File: src/rtl/hack_pkg.sv
// rtl/hack_pkg.sv - shared types and instruction field positions for the Hack control core
//
// Purpose: FSM state encoding, Hack widths and the bit positions of the
// C-instruction fields. Dest/jump bit constants index into the 3-bit field
// slices (dest = IR[DEST_HI:DEST_LO], jmp = IR[JMP_HI:JMP_LO]).
package hack_pkg;

  localparam int ADDR_W = 15;
  localparam int DATA_W = 16;

  localparam int CI_BIT     = 15;  // 1 = C-instruction
  localparam int A_BIT      = 12;  // 1 = ALU y operand comes from M
  localparam int ALU_CTL_HI = 11;
  localparam int ALU_CTL_LO = 6;
  localparam int DEST_HI    = 5;
  localparam int DEST_LO    = 3;
  localparam int JMP_HI     = 2;
  localparam int JMP_LO     = 0;

  // Bit positions inside the 3-bit dest field
  localparam int DST_A = 2;
  localparam int DST_D = 1;
  localparam int DST_M = 0;

  // Bit positions inside the 3-bit jump field
  localparam int JMP_LT = 2;
  localparam int JMP_EQ = 1;
  localparam int JMP_GT = 0;

  typedef enum logic [2:0] {
    ST_IDLE   = 3'd0,
    ST_FETCH  = 3'd1,
    ST_DECODE = 3'd2,
    ST_MREAD  = 3'd3,
    ST_EXEC   = 3'd4,
    ST_MWRITE = 3'd5
  } state_t;

endpackage

File: src/rtl/hack_jump_eval.sv
// rtl/hack_jump_eval.sv - combinational jump condition evaluator
//
// Ports:
//   jmp   in  3  jump field (LT, EQ, GT)
//   zr    in  1  result == 0
//   ng    in  1  result < 0
//   taken out 1  jump condition satisfied
module hack_jump_eval
  import hack_pkg::*;
(
  input  logic [2:0] jmp,
  input  logic       zr,
  input  logic       ng,
  output logic       taken
);

  assign taken = (jmp[JMP_LT] & ng) | (jmp[JMP_EQ] & zr) | (jmp[JMP_GT] & ~zr & ~ng);

endmodule

File: src/rtl/hack_cpu_ctrl.sv
// rtl/hack_cpu_ctrl.sv - multi-cycle Hack CPU control and register core
//
// Ports:
//   clk, rst_n                       clock, async active-low reset
//   instr_req/addr/ack, instr        instruction ROM fetch handshake
//   mem_req/we/addr/wdata/ack/rdata  data RAM handshake
//   alu_x, alu_y, alu_zx..alu_no     operands and controls to the external ALU
//   alu_out, alu_zr, alu_ng          ALU result and flags
//   pc                               program counter (observation)
module hack_cpu_ctrl
  import hack_pkg::*;
(
  input  logic              clk,
  input  logic              rst_n,
  output logic              instr_req,
  output logic [ADDR_W-1:0] instr_addr,
  input  logic              instr_ack,
  input  logic [DATA_W-1:0] instr,
  output logic              mem_req,
  output logic              mem_we,
  output logic [ADDR_W-1:0] mem_addr,
  output logic [DATA_W-1:0] mem_wdata,
  input  logic              mem_ack,
  input  logic [DATA_W-1:0] mem_rdata,
  output logic [DATA_W-1:0] alu_x,
  output logic [DATA_W-1:0] alu_y,
  output logic              alu_zx,
  output logic              alu_nx,
  output logic              alu_zy,
  output logic              alu_ny,
  output logic              alu_f,
  output logic              alu_no,
  input  logic [DATA_W-1:0] alu_out,
  input  logic              alu_zr,
  input  logic              alu_ng,
  output logic [ADDR_W-1:0] pc
);

  state_t            state, state_nx;
  logic [DATA_W-1:0] a_reg, d_reg, ir, m_latch, wdata;
  logic [ADDR_W-1:0] pc_reg, a_old;
  logic              zr_q, ng_q;

  logic [2:0]        dest, jmp;
  logic [5:0]        alu_ctl;
  logic              flag_zr, flag_ng, taken;
  logic [ADDR_W-1:0] jmp_target, pc_inc, pc_resolved;

  assign dest = ir[DEST_HI:DEST_LO];
  assign jmp  = ir[JMP_HI:JMP_LO];

  // In EXEC the jump resolves against the live ALU flags and the current A;
  // in MWRITE it uses the copies captured at the end of EXEC, since A may
  // already hold the new result.
  always_comb begin
    if (state == ST_EXEC) begin
      flag_zr    = alu_zr;
      flag_ng    = alu_ng;
      jmp_target = a_reg[ADDR_W-1:0];
    end else begin
      flag_zr    = zr_q;
      flag_ng    = ng_q;
      jmp_target = a_old;
    end
  end

  hack_jump_eval u_jump_eval (
    .jmp   (jmp),
    .zr    (flag_zr),
    .ng    (flag_ng),
    .taken (taken)
  );

  assign pc_inc      = pc_reg + 15'd1;  // wraps 0x7FFF -> 0x0000
  assign pc_resolved = taken ? jmp_target : pc_inc;

  always_comb begin
    state_nx  = state;
    instr_req = 1'b0;
    mem_req   = 1'b0;
    mem_we    = 1'b0;
    mem_addr  = a_reg[ADDR_W-1:0];
    alu_ctl   = 6'b0;
    alu_y     = a_reg;
    unique case (state)
      ST_IDLE:   state_nx = ST_FETCH;
      ST_FETCH: begin
        instr_req = 1'b1;
        if (instr_ack) state_nx = ST_DECODE;
      end
      ST_DECODE: begin
        if (!ir[CI_BIT])     state_nx = ST_FETCH;
        else if (ir[A_BIT])  state_nx = ST_MREAD;
        else                 state_nx = ST_EXEC;
      end
      ST_MREAD: begin
        mem_req = 1'b1;
        if (mem_ack) state_nx = ST_EXEC;
      end
      ST_EXEC: begin
        alu_ctl  = ir[ALU_CTL_HI:ALU_CTL_LO];
        alu_y    = ir[A_BIT] ? m_latch : a_reg;
        state_nx = dest[DST_M] ? ST_MWRITE : ST_FETCH;
      end
      ST_MWRITE: begin
        mem_req  = 1'b1;
        mem_we   = 1'b1;
        mem_addr = a_old;
        if (mem_ack) state_nx = ST_FETCH;
      end
      default:   state_nx = ST_IDLE;
    endcase
  end

  always_ff @(posedge clk or negedge rst_n) begin
    if (!rst_n) begin
      state   <= ST_IDLE;
      a_reg   <= '0;
      d_reg   <= '0;
      pc_reg  <= '0;
      ir      <= '0;
      m_latch <= '0;
      wdata   <= '0;
      a_old   <= '0;
      zr_q    <= 1'b0;
      ng_q    <= 1'b0;
    end else begin
      state <= state_nx;
      unique case (state)
        ST_FETCH:  if (instr_ack) ir <= instr;
        ST_DECODE: begin
          if (!ir[CI_BIT]) begin
            a_reg  <= {1'b0, ir[ADDR_W-1:0]};
            pc_reg <= pc_inc;
          end
        end
        ST_MREAD:  if (mem_ack) m_latch <= mem_rdata;
        ST_EXEC: begin
          if (dest[DST_A]) a_reg <= alu_out;
          if (dest[DST_D]) d_reg <= alu_out;
          wdata <= alu_out;
          a_old <= a_reg[ADDR_W-1:0];
          zr_q  <= alu_zr;
          ng_q  <= alu_ng;
          if (!dest[DST_M]) pc_reg <= pc_resolved;
        end
        ST_MWRITE: if (mem_ack) pc_reg <= pc_resolved;
        default: ;
      endcase
    end
  end

  assign instr_addr = pc_reg;
  assign pc         = pc_reg;
  assign mem_wdata  = wdata;
  assign alu_x      = d_reg;
  assign {alu_zx, alu_nx, alu_zy, alu_ny, alu_f, alu_no} = alu_ctl;

endmodule
File: config.mk
export PLATFORM = sky130hd
export DESIGN_NAME = hack_cpu_ctrl
export DESIGN_NICKNAME = d
export VERILOG_FILES = /design/src/rtl/hack_pkg.sv /design/src/rtl/hack_jump_eval.sv /design/src/rtl/hack_cpu_ctrl.sv
export SDC_FILE = /design/constraint.sdc
export NUM_CORES = 1
export LEC_CHECK = 0
export BUFFER_PORTS_ARGS = -buffer_cell sky130_fd_sc_hd__buf_2
export CAP_MARGIN = 10
export CORE_UTILIZATION = 45
export CTS_BUF_LIST = sky130_fd_sc_hd__clkbuf_16
export CTS_CLUSTER_SIZE = 16
export DETAILED_ROUTE_END_ITERATION = 6
export HOLD_SLACK_MARGIN = 0.03
export PLACE_DENSITY = 0.74
export SLEW_MARGIN = 20
export SYNTH_ARGS = -nofsm -noshare
export SYNTH_HDL_FRONTEND = slang
export SYNTH_SLANG_ARGS = --single-unit
File: constraint.sdc
create_clock -name clk -period 3.2 [get_ports clk]
set_input_delay 0.64 -clock clk [delete_from_list [all_inputs] [get_ports clk]]
set_output_delay 0.64 -clock clk [all_outputs]
set_load 0.01 [all_outputs]
==> results of run 1 <==
## cell families (layout without fill, tap and decap cells)
family / count (synthesis) / in the layout
compound gates: 62 / 62
fa+ha+maj: 1 / 1
buf+inv: 49 / 206
flops: 115 / 115
mux: 99 / 99
simple gates: 168 / 168
## stage by stage
stage	hold slack, ns	utilization	instance area [um2]	worst slack (ns)	cells
after floorplan	0.344	-	5430	0.703	494
after global placement	0.456	0.543	6280	0.547	762
after detailed placement	0.457	0.543	6280	0.434	762
after CTS	0.275	0.597	6910	0.0749	794
after global routing	0.312	0.597	6910	0.101	794
final	0.262	0.597	6910	0.225	794
## final timing paths
kind	startpoint	end	cells after the start
worst max-delay path	state[0]	alu_y[10]	5
worst min-delay path	rst_n	mem_wdata[15]	1
worst max register to register	state[0]	instr_addr[5]	6
worst min register to register	mem_wdata[12]	mem_wdata[12]	2
max in group asynchronous	rst_n	m_latch[8]	2
min in group clk	mem_rdata[9]	m_latch[9]	2
## critical path: cells and delay by family (launching register included)
| kind | cells | cell delay (ns) |
|---|---|---|
| AND/OR/NAND/NOR | 2 | 0.75 |
| flip-flops | 1 | 0.52 |
| multiplexers | 1 | 0.34 |
| buffers and inverters | 2 | 0.32 |
## cells in the final DEF, fill, tap and decap left out, types with 3 or more instances in the layout
cell type	n
sky130_fd_sc_hd__or2_2	3
sky130_fd_sc_hd__clkbuf_16	17
sky130_fd_sc_hd__nor2b_1	3
sky130_fd_sc_hd__a22oi_1	3
sky130_fd_sc_hd__nor3_1	7
sky130_fd_sc_hd__and2_1	7
sky130_fd_sc_hd__buf_2	154
sky130_fd_sc_hd__nand2b_1	4
sky130_fd_sc_hd__nand2_1	91
sky130_fd_sc_hd__dfrtp_1	115
sky130_fd_sc_hd__inv_1	9
sky130_fd_sc_hd__clkinv_1	3
sky130_fd_sc_hd__nand3_1	11
sky130_fd_sc_hd__a21oi_1	11
sky130_fd_sc_hd__buf_4	11
sky130_fd_sc_hd__clkinv_2	4
sky130_fd_sc_hd__nor3b_1	3
sky130_fd_sc_hd__bufinv_16	5
sky130_fd_sc_hd__mux2_2	93
sky130_fd_sc_hd__o21ai_0	12
sky130_fd_sc_hd__nor2_1	25
sky130_fd_sc_hd__mux2i_1	6
sky130_fd_sc_hd__a31oi_1	15
sky130_fd_sc_hd__nor4_1	3
## metal layers
metal,up-vias,routed length [um],track usage
li1,2008,-,-
met1,2123,5900,0.298
met2,177,6510,0.362
met3,24,930,0.0713
met4,2,257,0.0910
met5,-,13,0
## cell type report
cell class                      instances  area (um2)  area share
Clock buffer                           17         425      0.0616
Clock inverter                         15         196      0.0284
Inverter                                7        26.3     0.00380
Multi-Input combinational cell        330        2310       0.334
Sequential cell                       115        2880       0.417
Tap cell                              143         179      0.0259
Timing Repair Buffer                  167         893       0.129
## cell usage after synthesis (all sizes together) (6+ instances only)
cell type / number
dfrtp: 115
mux2: 93
nand2: 91
nor2: 26
buf: 23
clkbuf: 19
a31oi: 15
o21ai: 12
a21oi: 11
nand3: 11
and2: 8
inv: 7
nor3: 7
mux2i: 6
## report_power, final
part	internal [W]	switching, W	total, W
clock	0.00136	0.000636	0.00199
combinational	0.00133	0.00145	0.00278
sequential	0.00214	0.000570	0.00271
==> report_table.html, run 1 <==
<table>
<tr><th>Metric</th><th>Value</th></tr>
<tr><th colspan="2">Timing</th></tr>
<tr><td>Max-Slew Margin vs Limit</td><td>0.445</td></tr>
<tr><td>Total setup violations reported at the end of the flow</td><td>0</td></tr>
<tr><td>Minimum period implied by the final worst setup slack</td><td>between 2 and 3 ns</td></tr>
<tr><td>Final worst path period share</td><td>0.930</td></tr>
<tr><td>Maximum clock skew at final layout</td><td>approximately 0.012 ns</td></tr>
<tr><td>Final setup TNS</td><td>0 ns</td></tr>
<tr><td>Setup repair after global routing missed its margin</td><td>no</td></tr>
<tr><td>Number of endpoints with negative hold slack in the final report</td><td>0</td></tr>
<tr><td>Transition time at the pin with the least slew margin</td><td>about 0.83 ns</td></tr>
<tr><td>Upper clock frequency limit</td><td>between 0.3 and 0.4 GHz</td></tr>
<tr><td>Final Max Tran Viols</td><td>0</td></tr>
<tr><th colspan="2">Synth</th></tr>
<tr><td>Main combinational cell family by area after synthesis</td><td>multiplexers</td></tr>
<tr><td>Dominant register cell in the synthesized netlist</td><td>sky130_fd_sc_hd__dfrtp_1</td></tr>
<tr><td>Synthesized area per cell</td><td>11.0 um2</td></tr>
<tr><td>Cell accounting for the most synthesized area</td><td>sky130_fd_sc_hd__dfrtp_1</td></tr>
<tr><td>XOR/XNOR Fraction of Synth Area</td><td>0</td></tr>
<tr><td>Fraction of the yosys area taken by sequential cells</td><td>0.530</td></tr>
<tr><td>Post-synth EDFFs</td><td>0</td></tr>
<tr><td>Post-Syn Area</td><td>5430 um2</td></tr>
<tr><td>Fraction of registers with async set/reset</td><td>1.00</td></tr>
<tr><td>Area share of fa/ha/maj cells after synthesis</td><td>0.00230</td></tr>
<tr><td>Synth cell types</td><td>42</td></tr>
<tr><td>Share of the synthesized area in the top cell type</td><td>0.530</td></tr>
<tr><td>Number of synthesis warnings</td><td>0</td></tr>
<tr><td>Syn nets</td><td>549</td></tr>
<tr><td>Cells taking the most area after synthesis</td><td>sky130_fd_sc_hd__dfrtp_1, sky130_fd_sc_hd__mux2_2, sky130_fd_sc_hd__nand2_1</td></tr>
<tr><td>Synthesized-area fraction occupied by ao, oa, aoi and oai cells</td><td>0.0781</td></tr>
<tr><td>Portion of netlist area occupied by mux cells</td><td>0.204</td></tr>
<tr><td>Cell count after synthesis</td><td>494</td></tr>
<tr><td>Post-Synth Simple-Gate Area</td><td>0.139</td></tr>
<tr><td>Count of state elements after synthesis</td><td>between 100 and 150</td></tr>
<tr><th colspan="2">Worst hold path</th></tr>
<tr><td>Type of the worst min-delay path</td><td>in -&gt; async</td></tr>
<tr><th colspan="2">CTS</th></tr>
<tr><td>Clock latency reported for the late side of the worst-skew pair</td><td>~0.4 ns</td></tr>
<tr><td>Clock sink count</td><td>between 100 and 150</td></tr>
<tr><td>TritonCTS clock tree</td><td>done</td></tr>
<tr><td>Library cell used as clock root buffer</td><td>sky130_fd_sc_hd__clkbuf_16</td></tr>
<tr><td>CTS Hold Buffers Added</td><td>0</td></tr>
<tr><td>Clock transition at the registers of the reported paths</td><td>0.05 ns</td></tr>
<tr><td>Number of buffers created by CTS</td><td>17</td></tr>
<tr><td>CTS Buffer Depth</td><td>2</td></tr>
<tr><td>Number of levels the H-tree was split into</td><td>4</td></tr>
<tr><td>Post-CTS sizing</td><td>0</td></tr>
<tr><td>Post-CTS setup repair buffer count</td><td>0</td></tr>
<tr><th colspan="2">Worst setup path</th></tr>
<tr><td>Critical-path top delay cell</td><td>sky130_fd_sc_hd__dfrtp_1</td></tr>
<tr><td>Worst Path Arrival</td><td>2.33 ns</td></tr>
<tr><td>Critical path class</td><td>reg -&gt; out</td></tr>
<tr><td>Delay of the slowest critical-path stage</td><td>~0.52 ns</td></tr>
<tr><td>Element type at the critical path start</td><td>flop</td></tr>
<tr><td>Endpoint kind of the worst setup timing path</td><td>primary output</td></tr>
<tr><td>Data required time of the critical path</td><td>2.56 ns</td></tr>
<tr><td>Worst-path maximum fanout</td><td>13</td></tr>
<tr><td>Ordered list of cells on the worst path</td><td>nor3b_4, and2_2, buf_12, mux2_2, buf_2</td></tr>
<tr><td>Register-to-Register Setup Slack</td><td>slightly above 0.4 ns</td></tr>
<tr><th colspan="2">Layout</th></tr>
<tr><td>Nets</td><td>693</td></tr>
<tr><td>Share of layout cells above drive strength 1</td><td>0.455</td></tr>
<tr><td>Area grow syn2layout</td><td>27.2%</td></tr>
<tr><td>Filler cell count</td><td>between 900 and 1000</td></tr>
<tr><td>Antenna Diode Count</td><td>0</td></tr>
<tr><th colspan="2">Floorplan</th></tr>
<tr><td>Die Wd</td><td>~110 um</td></tr>
<tr><td>Floorplan core area</td><td>around 12000 um2</td></tr>
<tr><td>Die height</td><td>roughly 110 um</td></tr>
<tr><td>Starting Density</td><td>0.469</td></tr>
<tr><td>Io pins</td><td>roughly 160</td></tr>
<tr><td>Placement Rows</td><td>39</td></tr>
<tr><td>Die area</td><td>~13000 um2</td></tr>
<tr><th colspan="2">Flow run</th></tr>
<tr><td>Max-cap violations</td><td>0</td></tr>
<tr><th colspan="2">Detailed routing</th></tr>
<tr><td>DRT antenna net count</td><td>0</td></tr>
<tr><td>Number of violations reported at the end of detailed-routing iteration 0</td><td>230</td></tr>
<tr><td>Final routed DRC violation total</td><td>9</td></tr>
<tr><td>Detailed-route vias per instance</td><td>~5.5</td></tr>
<tr><td>Detailed-route wire length</td><td>13.6 mm</td></tr>
<tr><td>DRT Pass-1 Iters</td><td>7</td></tr>
<tr><td>Average routed wire per standard cell</td><td>around 17 um</td></tr>
<tr><td>Vias after detailed routing</td><td>roughly 4300</td></tr>
<tr><th colspan="2">GRT</th></tr>
<tr><td>Overall fraction of global-route tracks in use</td><td>0.231</td></tr>
<tr><td>Via count of the first global-routing pass</td><td>roughly 4500</td></tr>
<tr><td>Wire length of the first global-routing pass</td><td>about 22 mm</td></tr>
<tr><td>Pin count of the biggest net entering global routing</td><td>roughly 70</td></tr>
<tr><td>Antenna violations before repair</td><td>2</td></tr>
<tr><td>Overflow left after global routing</td><td>0</td></tr>
<tr><th colspan="2">Power and ir drop</th></tr>
<tr><td>Power density over cell area</td><td>approximately 1100 nW/um2</td></tr>
<tr><td>Leakage power summed over all cells</td><td>approximately 3.3 nW</td></tr>
<tr><td>Peak supply drop</td><td>~500 uV</td></tr>
<tr><td>Power consumption</td><td>roughly 0.0075 W</td></tr>
<tr><th colspan="2">Placed design</th></tr>
<tr><td>DP Wirelength</td><td>between 9 and 10 mm</td></tr>
<tr><td>Number of I/O port buffers</td><td>approximately 160</td></tr>
<tr><td>Global placer's final weighted congestion</td><td>0.888</td></tr>
<tr><th colspan="2">Status</th></tr>
<tr><td>Failing checks</td><td>DRC</td></tr>
<tr><td>Run status</td><td>finished with violations</td></tr>
</table>
(Power assumes the default switching activity.)
==> run 2: changes to the inputs <==
Settings changed: REMOVE_ABC_BUFFERS set to 1.
==> run 2 against run 1 <==
Net effect:
- cell count increased by 0.50%
- sequential power about the same
- first-iteration DRC count increased by 23%
- wire length increased by 3.0%
- largest power group unchanged
- worst hold slack improved by 0.00081 ns
- design area decreased by 1.7%
- the run still ends with DRC left
- via count decreased by 0.69%
==> report_table.html, run 2 (synthesis results as in run 1) <==
<table>
<tr><th>Metric</th><th>Value</th></tr>
<tr><th colspan="2">Power and ir drop</th></tr>
<tr><td>Power density over cell area</td><td>1040 nW/um2 (-4.3%)</td></tr>
<tr><td>Internal power consumption</td><td>0.00443 W (-8.5%)</td></tr>
<tr><td>Clock network fraction of total power</td><td>0.220 (-0.046)</td></tr>
<tr><td>Peak supply drop</td><td>497 uV (+0.15%)</td></tr>
<tr><td>Share of power burned in registers</td><td>0.382 (+0.019)</td></tr>
<tr><td>Switching power as a share of total power</td><td>0.372 (+0.0173)</td></tr>
<tr><td>Switching power</td><td>0.00262 W (-1.4%)</td></tr>
<tr><td>Share of power burned in combinational logic</td><td>0.397 (+0.026)</td></tr>
<tr><td>Leakage power summed over all cells</td><td>3.26 nW (-1.2%)</td></tr>
<tr><th colspan="2">Timing</th></tr>
<tr><td>Transition time at the pin with the least slew margin</td><td>0.784 ns (-0.0483 ns)</td></tr>
<tr><td>Final Max Tran Viols</td><td>0 (unchanged)</td></tr>
<tr><td>Number of endpoints with negative hold slack in the final report</td><td>0 (unchanged)</td></tr>
<tr><td>Total setup violations reported at the end of the flow</td><td>0 (unchanged)</td></tr>
<tr><td>Final worst path period share</td><td>0.951 (+0.0213)</td></tr>
<tr><td>Upper clock frequency limit</td><td>0.329 GHz (-2.2%)</td></tr>
<tr><td>Worst setup slack after layout</td><td>0.157 ns (-0.0682 ns)</td></tr>
<tr><td>Max-Slew Margin vs Limit</td><td>0.477 (+0.0322)</td></tr>
<tr><td>Minimum period implied by the final worst setup slack</td><td>3.04 ns (+0.0682 ns)</td></tr>
<tr><td>Setup repair after global routing missed its margin</td><td>no</td></tr>
<tr><td>Final Hold Slack</td><td>0.262 ns (+0.000805 ns)</td></tr>
<tr><td>Maximum clock skew at final layout</td><td>0.0135 ns (+0.00137 ns)</td></tr>
<tr><td>Final setup TNS</td><td>0 ns (unchanged)</td></tr>
<tr><th colspan="2">Placed design</th></tr>
<tr><td>DP Wirelength</td><td>10.0 mm (+2.6%)</td></tr>
<tr><td>Global placer's final weighted congestion</td><td>0.857 (-3.5%)</td></tr>
<tr><td>Worst slack after detailed placement</td><td>0.414 ns (-0.0196 ns)</td></tr>
<tr><td>Number of I/O port buffers</td><td>155 (unchanged)</td></tr>
<tr><td>Cell Count Post-Placement</td><td>768 (+0.79%)</td></tr>
<tr><th colspan="2">Status</th></tr>
<tr><td>Run status</td><td>finished with violations</td></tr>
<tr><td>Failing checks</td><td>DRC</td></tr>
<tr><th colspan="2">GRT</th></tr>
<tr><td>Overall fraction of global-route tracks in use</td><td>0.235 (+0.00430)</td></tr>
<tr><td>Antenna violations before repair</td><td>0 (-2)</td></tr>
<tr><td>Met3 Resource Use GR</td><td>0.0517 (-0.0196)</td></tr>
<tr><td>Overflow left after global routing</td><td>0 (unchanged)</td></tr>
<tr><td>Via count of the first global-routing pass</td><td>4313 (-3.7%)</td></tr>
<tr><td>Top Usage Layer GRT</td><td>met2</td></tr>
<tr><td>Global routing usage on met1</td><td>0.309 (+0.0103)</td></tr>
<tr><td>Pin count of the biggest net entering global routing</td><td>54 (-21%)</td></tr>
<tr><td>GR Layer Usage met2</td><td>0.378 (+0.0153)</td></tr>
<tr><td>Wire length of the first global-routing pass</td><td>22.4 mm (+0.16%)</td></tr>
<tr><th colspan="2">Floorplan</th></tr>
<tr><td>Floorplan core area</td><td>11600 um2 (unchanged)</td></tr>
<tr><td>Placement Rows</td><td>39 (unchanged)</td></tr>
<tr><td>Die area</td><td>12500 um2 (unchanged)</td></tr>
<tr><td>Die height</td><td>112 um (unchanged)</td></tr>
<tr><td>Io pins</td><td>156 (unchanged)</td></tr>
<tr><td>Starting Density</td><td>0.469 (unchanged)</td></tr>
<tr><td>Die Wd</td><td>112 um (unchanged)</td></tr>
<tr><th colspan="2">Layout</th></tr>
<tr><td>Commonest non-fill, non-tap cell in the layout</td><td>sky130_fd_sc_hd__buf_2</td></tr>
<tr><td>Filler cell count</td><td>1000 (+7.4%)</td></tr>
<tr><td>Share of layout cells above drive strength 1</td><td>0.453 (-0.00125)</td></tr>
<tr><td>Area grow syn2layout</td><td>25.0%</td></tr>
<tr><td>Commonest non-fill, non-tap cells in the layout</td><td>sky130_fd_sc_hd__buf_2, sky130_fd_sc_hd__dfrtp_1, sky130_fd_sc_hd__mux2_2, sky130_fd_sc_hd__nand2_1, sky130_fd_sc_hd__nor2_1</td></tr>
<tr><td>Antenna Diode Count</td><td>0 (unchanged)</td></tr>
<tr><td>Filler-free cell count of the finished design</td><td>798 (+0.50%)</td></tr>
<tr><td>Nets</td><td>699 (+0.87%)</td></tr>
<tr><th colspan="2">Detailed routing</th></tr>
<tr><td>Detailed-route wire length</td><td>14.0 mm (+3.0%)</td></tr>
<tr><td>Average routed wire per standard cell</td><td>17.6 um (+2.5%)</td></tr>
<tr><td>DRT Pass-1 Iters</td><td>7 (unchanged)</td></tr>
<tr><td>Final routed DRC violation total</td><td>11 (+2)</td></tr>
<tr><td>Number of violations reported at the end of detailed-routing iteration 0</td><td>283 (+23%)</td></tr>
<tr><td>Vias after detailed routing</td><td>4304 (-0.69%)</td></tr>
<tr><td>Detailed-route vias per instance</td><td>5.39 (-1.2%)</td></tr>
<tr><td>DRT antenna net count</td><td>0 (unchanged)</td></tr>
<tr><th colspan="2">Worst setup path</th></tr>
<tr><td>Data required time of the critical path</td><td>2.56 ns (about the same)</td></tr>
<tr><td>Worst Path Arrival</td><td>2.40 ns (+0.07 ns)</td></tr>
<tr><td>Endpoint kind of the worst setup timing path</td><td>primary output</td></tr>
<tr><td>R2R cell count</td><td>6 (unchanged)</td></tr>
<tr><td>Critical path class</td><td>reg -&gt; out</td></tr>
<tr><td>Element type at the critical path start</td><td>flop</td></tr>
<tr><td>Worst-path maximum fanout</td><td>13 (unchanged)</td></tr>
<tr><th colspan="2">CTS</th></tr>
<tr><td>CTS Buffer Depth</td><td>2 (unchanged)</td></tr>
<tr><td>CTS Hold Buffers Added</td><td>0 (unchanged)</td></tr>
<tr><td>Clock latency reported for the late side of the worst-skew pair</td><td>0.41 ns (about the same)</td></tr>
<tr><td>Library cell used as clock root buffer</td><td>sky130_fd_sc_hd__clkbuf_16</td></tr>
<tr><td>Number of buffers created by CTS</td><td>17 (unchanged)</td></tr>
<tr><td>Number of levels the H-tree was split into</td><td>4 (unchanged)</td></tr>
<tr><td>Clock transition at the registers of the reported paths</td><td>0.05 ns (about the same)</td></tr>
<tr><td>Post-CTS sizing</td><td>0 (unchanged)</td></tr>
<tr><td>TritonCTS clock tree</td><td>done</td></tr>
<tr><td>Clock sink count</td><td>115 (unchanged)</td></tr>
<tr><td>Post-CTS setup repair buffer count</td><td>0 (unchanged)</td></tr>
<tr><th colspan="2">Worst hold path</th></tr>
<tr><td>Type of the worst min-delay path</td><td>in -&gt; async</td></tr>
<tr><th colspan="2">Flow run</th></tr>
<tr><td>Max-cap violations</td><td>0 (unchanged)</td></tr>
</table>
run 2: power groups by stage:
stage	registers (W)	clock network, W	logic (W)
floorplan	0.00272	0	0.00160
global placement	0.00266	0	0.00273
detailed placement	0.00271	0	0.00281
CTS	0.00269	0.00158	0.00282
global route	0.00279	0.00166	0.00305
finish	0.00269	0.00155	0.00280
run 2: layout make-up:
type / instances / area [um2] / area share
Sequential cell: 115 / 2880 / 0.424
Clock inverter: 13 / 55.1 / 0.00811
Tap cell: 143 / 179 / 0.0264
Inverter: 7 / 26.3 / 0.00387
Clock buffer: 17 / 425 / 0.0627
Timing Repair Buffer: 173 / 913 / 0.135
Multi-Input combinational cell: 330 / 2310 / 0.340
run 2: routing by layer:
metal / routed length, um / up-vias
met1: 6180 / 2127
met2: 6840 / 142
met4: 242 / 0
met3: 746 / 21
met5: 0 / -
li1: - / 2014
run 2: through the flow:
stage | power (W) | util | cell area (um2)
global route | 0.00750 | 0.587 | 6790
finish | 0.00704 | 0.587 | 6790
detailed placement | 0.00552 | 0.545 | 6310
CTS | 0.00710 | 0.587 | 6790
global placement | 0.00539 | 0.545 | 6310
floorplan | 0.00431 | - | 5200
run 2: worst paths after layout:
kind	end	slack, ns	start
worst max-delay path	alu_y[0]	0.16	state[0]
worst min-delay path	alu_x[0]	0.26	rst_n
worst max register to register	instr_addr[12]	0.37	state[0]
worst min register to register	mem_wdata[7]	0.47	mem_wdata[7]
max in group asynchronous	instr_addr[7]	1.98	rst_n
min in group clk	m_latch[6]	0.46	mem_rdata[6]
run 2: critical path, stage by stage (launching register included):
cell and delay (ns):
sky130_fd_sc_hd__dfrtp_1 0.53, sky130_fd_sc_hd__nor3b_4 0.35, sky130_fd_sc_hd__and2_1 0.34, sky130_fd_sc_hd__buf_4 0.28, sky130_fd_sc_hd__mux2_2 0.36, sky130_fd_sc_hd__buf_2 0.14
==> run 3: changes to the inputs <==
Settings changed: CORE_UTILIZATION 45 to 29, PLACE_DENSITY 0.74 to 0.53.
==> run 3 against run 2 <==
Net effect:
- the flow still finishes with violations (DRC)
- clock-buffer cell count stayed put
- clock power up 21%
- die area up 54%
- cell count rose by 11%
- critical path depth unchanged
- global-route usage shrank 6.4 points
- sequential power about the same
- via count shrank 0.79%
- fmax rose by 1.9%
- critical path type unchanged
- critical endpoint is now alu_y[15]
==> report_table.html, run 3 (synthesis results as in run 1) <==
<table>
<tr><th>Metric</th><th>Value</th></tr>
<tr><th colspan="2">Status</th></tr>
<tr><td>Run status</td><td>finished with violations</td></tr>
<tr><td>Failing checks</td><td>DRC</td></tr>
<tr><th colspan="2">Timing</th></tr>
<tr><td>Upper clock frequency limit</td><td>0.335 GHz (+1.9%)</td></tr>
<tr><td>Number of endpoints with negative hold slack in the final report</td><td>0 (unchanged)</td></tr>
<tr><td>Final worst path period share</td><td>0.933 (-0.0179)</td></tr>
<tr><td>Setup repair after global routing missed its margin</td><td>no</td></tr>
<tr><td>Total setup violations reported at the end of the flow</td><td>0 (unchanged)</td></tr>
<tr><td>Max-Slew Margin vs Limit</td><td>0.479 (+0.00131)</td></tr>
<tr><td>Final Hold Slack</td><td>0.245 ns (-0.0169 ns)</td></tr>
<tr><td>Transition time at the pin with the least slew margin</td><td>0.782 ns (-0.00196 ns)</td></tr>
<tr><td>Final Max Tran Viols</td><td>0 (unchanged)</td></tr>
<tr><td>Maximum clock skew at final layout</td><td>0.00584 ns (-0.00771 ns)</td></tr>
<tr><td>Final setup TNS</td><td>0 ns (unchanged)</td></tr>
<tr><td>Minimum period implied by the final worst setup slack</td><td>2.99 ns (-0.0574 ns)</td></tr>
<tr><th colspan="2">Detailed routing</th></tr>
<tr><td>Final routed DRC violation total</td><td>4 (-7)</td></tr>
<tr><td>Average routed wire per standard cell</td><td>17.8 um (+1.5%)</td></tr>
<tr><td>Met3 WL</td><td>675 um (-9.5%)</td></tr>
<tr><td>Met2 wire length</td><td>7.80 mm (+14%)</td></tr>
<tr><td>Met1 routed wirelength after detailed routing</td><td>7.05 mm (+14%)</td></tr>
<tr><td>Detailed-route wire length</td><td>15.8 mm (+13%)</td></tr>
<tr><td>Highest metal layer with signal wires</td><td>met4</td></tr>
<tr><td>DRT antenna net count</td><td>0 (unchanged)</td></tr>
<tr><td>Vias after detailed routing</td><td>4270 (-0.79%)</td></tr>
<tr><td>Number of violations reported at the end of detailed-routing iteration 0</td><td>222 (-22%)</td></tr>
<tr><td>DRT Pass-1 Iters</td><td>7 (unchanged)</td></tr>
<tr><td>Detailed-route vias per instance</td><td>4.82 (-11%)</td></tr>
<tr><th colspan="2">Floorplan</th></tr>
<tr><td>Die area</td><td>19300 um2 (+54%)</td></tr>
<tr><td>Starting Density</td><td>0.299 (-0.170)</td></tr>
<tr><td>Floorplan core area</td><td>18100 um2 (+57%)</td></tr>
<tr><td>Io pins</td><td>156 (unchanged)</td></tr>
<tr><td>Placement Rows</td><td>49 (+26%)</td></tr>
<tr><td>Die height</td><td>139 um (+24%)</td></tr>
<tr><td>Die Wd</td><td>139 um (+24%)</td></tr>
<tr><th colspan="2">Power and ir drop</th></tr>
<tr><td>Clock network fraction of total power</td><td>0.253 (+0.033)</td></tr>
<tr><td>Internal power consumption</td><td>0.00469 W (+6.1%)</td></tr>
<tr><td>Switching power</td><td>0.00273 W (+4.2%)</td></tr>
<tr><td>Switching power as a share of total power</td><td>0.368 (-0.00401)</td></tr>
<tr><td>Share of power burned in combinational logic</td><td>0.381 (-0.016)</td></tr>
<tr><td>Power density over cell area</td><td>1060 nW/um2 (+1.9%)</td></tr>
<tr><td>Peak supply drop</td><td>419 uV (-16%)</td></tr>
<tr><td>Leakage power summed over all cells</td><td>3.31 nW (+1.5%)</td></tr>
<tr><td>Share of power burned in registers</td><td>0.366 (-0.016)</td></tr>
<tr><th colspan="2">Layout</th></tr>
<tr><td>Commonest non-fill, non-tap cell in the layout</td><td>sky130_fd_sc_hd__buf_2</td></tr>
<tr><td>Commonest non-fill, non-tap cells in the layout</td><td>sky130_fd_sc_hd__buf_2, sky130_fd_sc_hd__dfrtp_1, sky130_fd_sc_hd__mux2_2, sky130_fd_sc_hd__nand2_1, sky130_fd_sc_hd__nor2_1</td></tr>
<tr><td>Filler cell count</td><td>1790 (+79%)</td></tr>
<tr><td>Antenna Diode Count</td><td>0 (unchanged)</td></tr>
<tr><td>Area grow syn2layout</td><td>29.3%</td></tr>
<tr><td>Area of all placed cells without fillers</td><td>7020 um2 (+3.4%)</td></tr>
<tr><td>Share of layout cells above drive strength 1</td><td>0.459 (+0.00541)</td></tr>
<tr><td>Nets</td><td>698 (-0.14%)</td></tr>
<tr><th colspan="2">Worst setup path</th></tr>
<tr><td>Delay of the slowest critical-path stage</td><td>0.53 ns (about the same)</td></tr>
<tr><td>Data required time of the critical path</td><td>2.56 ns (about the same)</td></tr>
<tr><td>Critical-path top delay cell</td><td>sky130_fd_sc_hd__dfrtp_1</td></tr>
<tr><td>Element type at the critical path start</td><td>flop</td></tr>
<tr><td>Worst-path maximum fanout</td><td>13 (unchanged)</td></tr>
<tr><td>Critical path class</td><td>reg -&gt; out</td></tr>
<tr><td>Endpoint kind of the worst setup timing path</td><td>primary output</td></tr>
<tr><td>Ordered list of cells on the worst path</td><td>nor3b_4, and2_1, buf_4, mux2_2, buf_2</td></tr>
<tr><td>Worst Path Arrival</td><td>2.35 ns (-0.05 ns)</td></tr>
<tr><th colspan="2">CTS</th></tr>
<tr><td>Clock latency reported for the late side of the worst-skew pair</td><td>0.41 ns (about the same)</td></tr>
<tr><td>Post-CTS sizing</td><td>0 (unchanged)</td></tr>
<tr><td>TritonCTS clock tree</td><td>done</td></tr>
<tr><td>CTS Hold Buffers Added</td><td>0 (unchanged)</td></tr>
<tr><td>Post-CTS setup repair buffer count</td><td>0 (unchanged)</td></tr>
<tr><td>CTS Buffer Depth</td><td>2 (unchanged)</td></tr>
<tr><td>Clock transition at the registers of the reported paths</td><td>0.06 ns (about the same)</td></tr>
<tr><td>Clock sink count</td><td>115 (unchanged)</td></tr>
<tr><td>Number of levels the H-tree was split into</td><td>4 (unchanged)</td></tr>
<tr><td>Library cell used as clock root buffer</td><td>sky130_fd_sc_hd__clkbuf_16</td></tr>
<tr><td>Number of buffers created by CTS</td><td>17 (unchanged)</td></tr>
<tr><th colspan="2">GRT</th></tr>
<tr><td>Pin count of the biggest net entering global routing</td><td>47 (-13%)</td></tr>
<tr><td>Overall fraction of global-route tracks in use</td><td>0.171 (-0.0636)</td></tr>
<tr><td>Wire length of the first global-routing pass</td><td>25.5 mm (+14%)</td></tr>
<tr><td>Antenna violations before repair</td><td>0 (unchanged)</td></tr>
<tr><td>Via count of the first global-routing pass</td><td>4534 (+5.1%)</td></tr>
<tr><td>Overflow left after global routing</td><td>0 (unchanged)</td></tr>
<tr><th colspan="2">Placed design</th></tr>
<tr><td>Number of I/O port buffers</td><td>155 (unchanged)</td></tr>
<tr><td>Global placer's final weighted congestion</td><td>0.866 (+1.1%)</td></tr>
<tr><td>DP Wirelength</td><td>11.2 mm (+12%)</td></tr>
<tr><td>Cell area after placement</td><td>6440 um2 (+2.2%)</td></tr>
<tr><th colspan="2">Worst hold path</th></tr>
<tr><td>Type of the worst min-delay path</td><td>in -&gt; async</td></tr>
<tr><th colspan="2">Flow run</th></tr>
<tr><td>Max-cap violations</td><td>0 (unchanged)</td></tr>
</table>
==> run 3: cell count changes in the layout (fill, tap and decap cells not counted) <==
cell                         previous run  this run
sky130_fd_sc_hd__buf_4                 19        15
sky130_fd_sc_hd__clkinvlp_4             0         3
sky130_fd_sc_hd__bufinv_16              0         3
sky130_fd_sc_hd__inv_1                  9        11
sky130_fd_sc_hd__buf_12                 0         3
sky130_fd_sc_hd__clkinv_1               6         1
sky130_fd_sc_hd__clkinv_2               5         4
==> run 3: final cells by class <==
| type | instances | area [um2] | share of cell area |
|---|---|---|---|
| clock buffers | 17 | 425 | 0.0606 |
| clock inverters | 15 | 151 | 0.0216 |
| inverters | 7 | 26.3 | 0.00374 |
| multi-input cells | 330 | 2310 | 0.329 |
| flip-flops and latches | 115 | 2880 | 0.410 |
| well taps | 229 | 287 | 0.0408 |
| repair buffers | 172 | 943 | 0.134 |
==> run 3: worst max-delay path, delay by kind of cell, from the launching register on <==
kind	cells	cell delay, ns
buf+inv	2	0.37
flops	1	0.53
simple gates	2	0.67
mux	1	0.36
==> run 3: per-layer routing <==
metal / GRT usage / up-vias
met5: 0 / -
met4: 0.0620 / 0
met3: 0.0397 / 22
met2: 0.292 / 111
met1: 0.212 / 2116
li1: - / 2021
==> run 3: worst paths after layout <==
check	start	cells past startpoint	endpoint	slack, ns
max in group asynchronous	rst_n	2	ir[14]	2.22
worst min register to register	mem_wdata[7]	2	mem_wdata[7]	0.48
worst max-delay path	state[0]	5	alu_y[15]	0.21
worst max register to register	state[0]	5	instr_addr[12]	0.48
worst min-delay path	rst_n	1	alu_x[13]	0.25
min in group clk	mem_rdata[12]	2	m_latch[12]	0.46
==> run 3: through the flow <==
| step | power [W] | util | worst slack (ns) | instances |
|---|---|---|---|---|
| floorplan | 0.00431 | - | 0.0640 | 452 |
| global placement | 0.00550 | 0.355 | 0.707 | 853 |
| detailed placement | 0.00559 | 0.355 | 0.586 | 853 |
| CTS | 0.00750 | 0.387 | 0.198 | 885 |
| global route | 0.00792 | 0.387 | 0.0760 | 885 |
| finish | 0.00742 | 0.387 | 0.214 | 885 |
==> run 3: power groups by stage <==
| stage | Combinational (W) | Sequential [W] | Clock [W] |
|---|---|---|---|
| 2_1_floorplan | 0.00160 | 0.00272 | 0 |
| 6_report | 0.00283 | 0.00272 | 0.00187 |
| 4_1_cts | 0.00287 | 0.00272 | 0.00192 |
| 3_5_place_dp | 0.00285 | 0.00273 | 0 |
| 5_1_grt | 0.00311 | 0.00282 | 0.00199 |
| 3_3_place_gp | 0.00281 | 0.00269 | 0 |
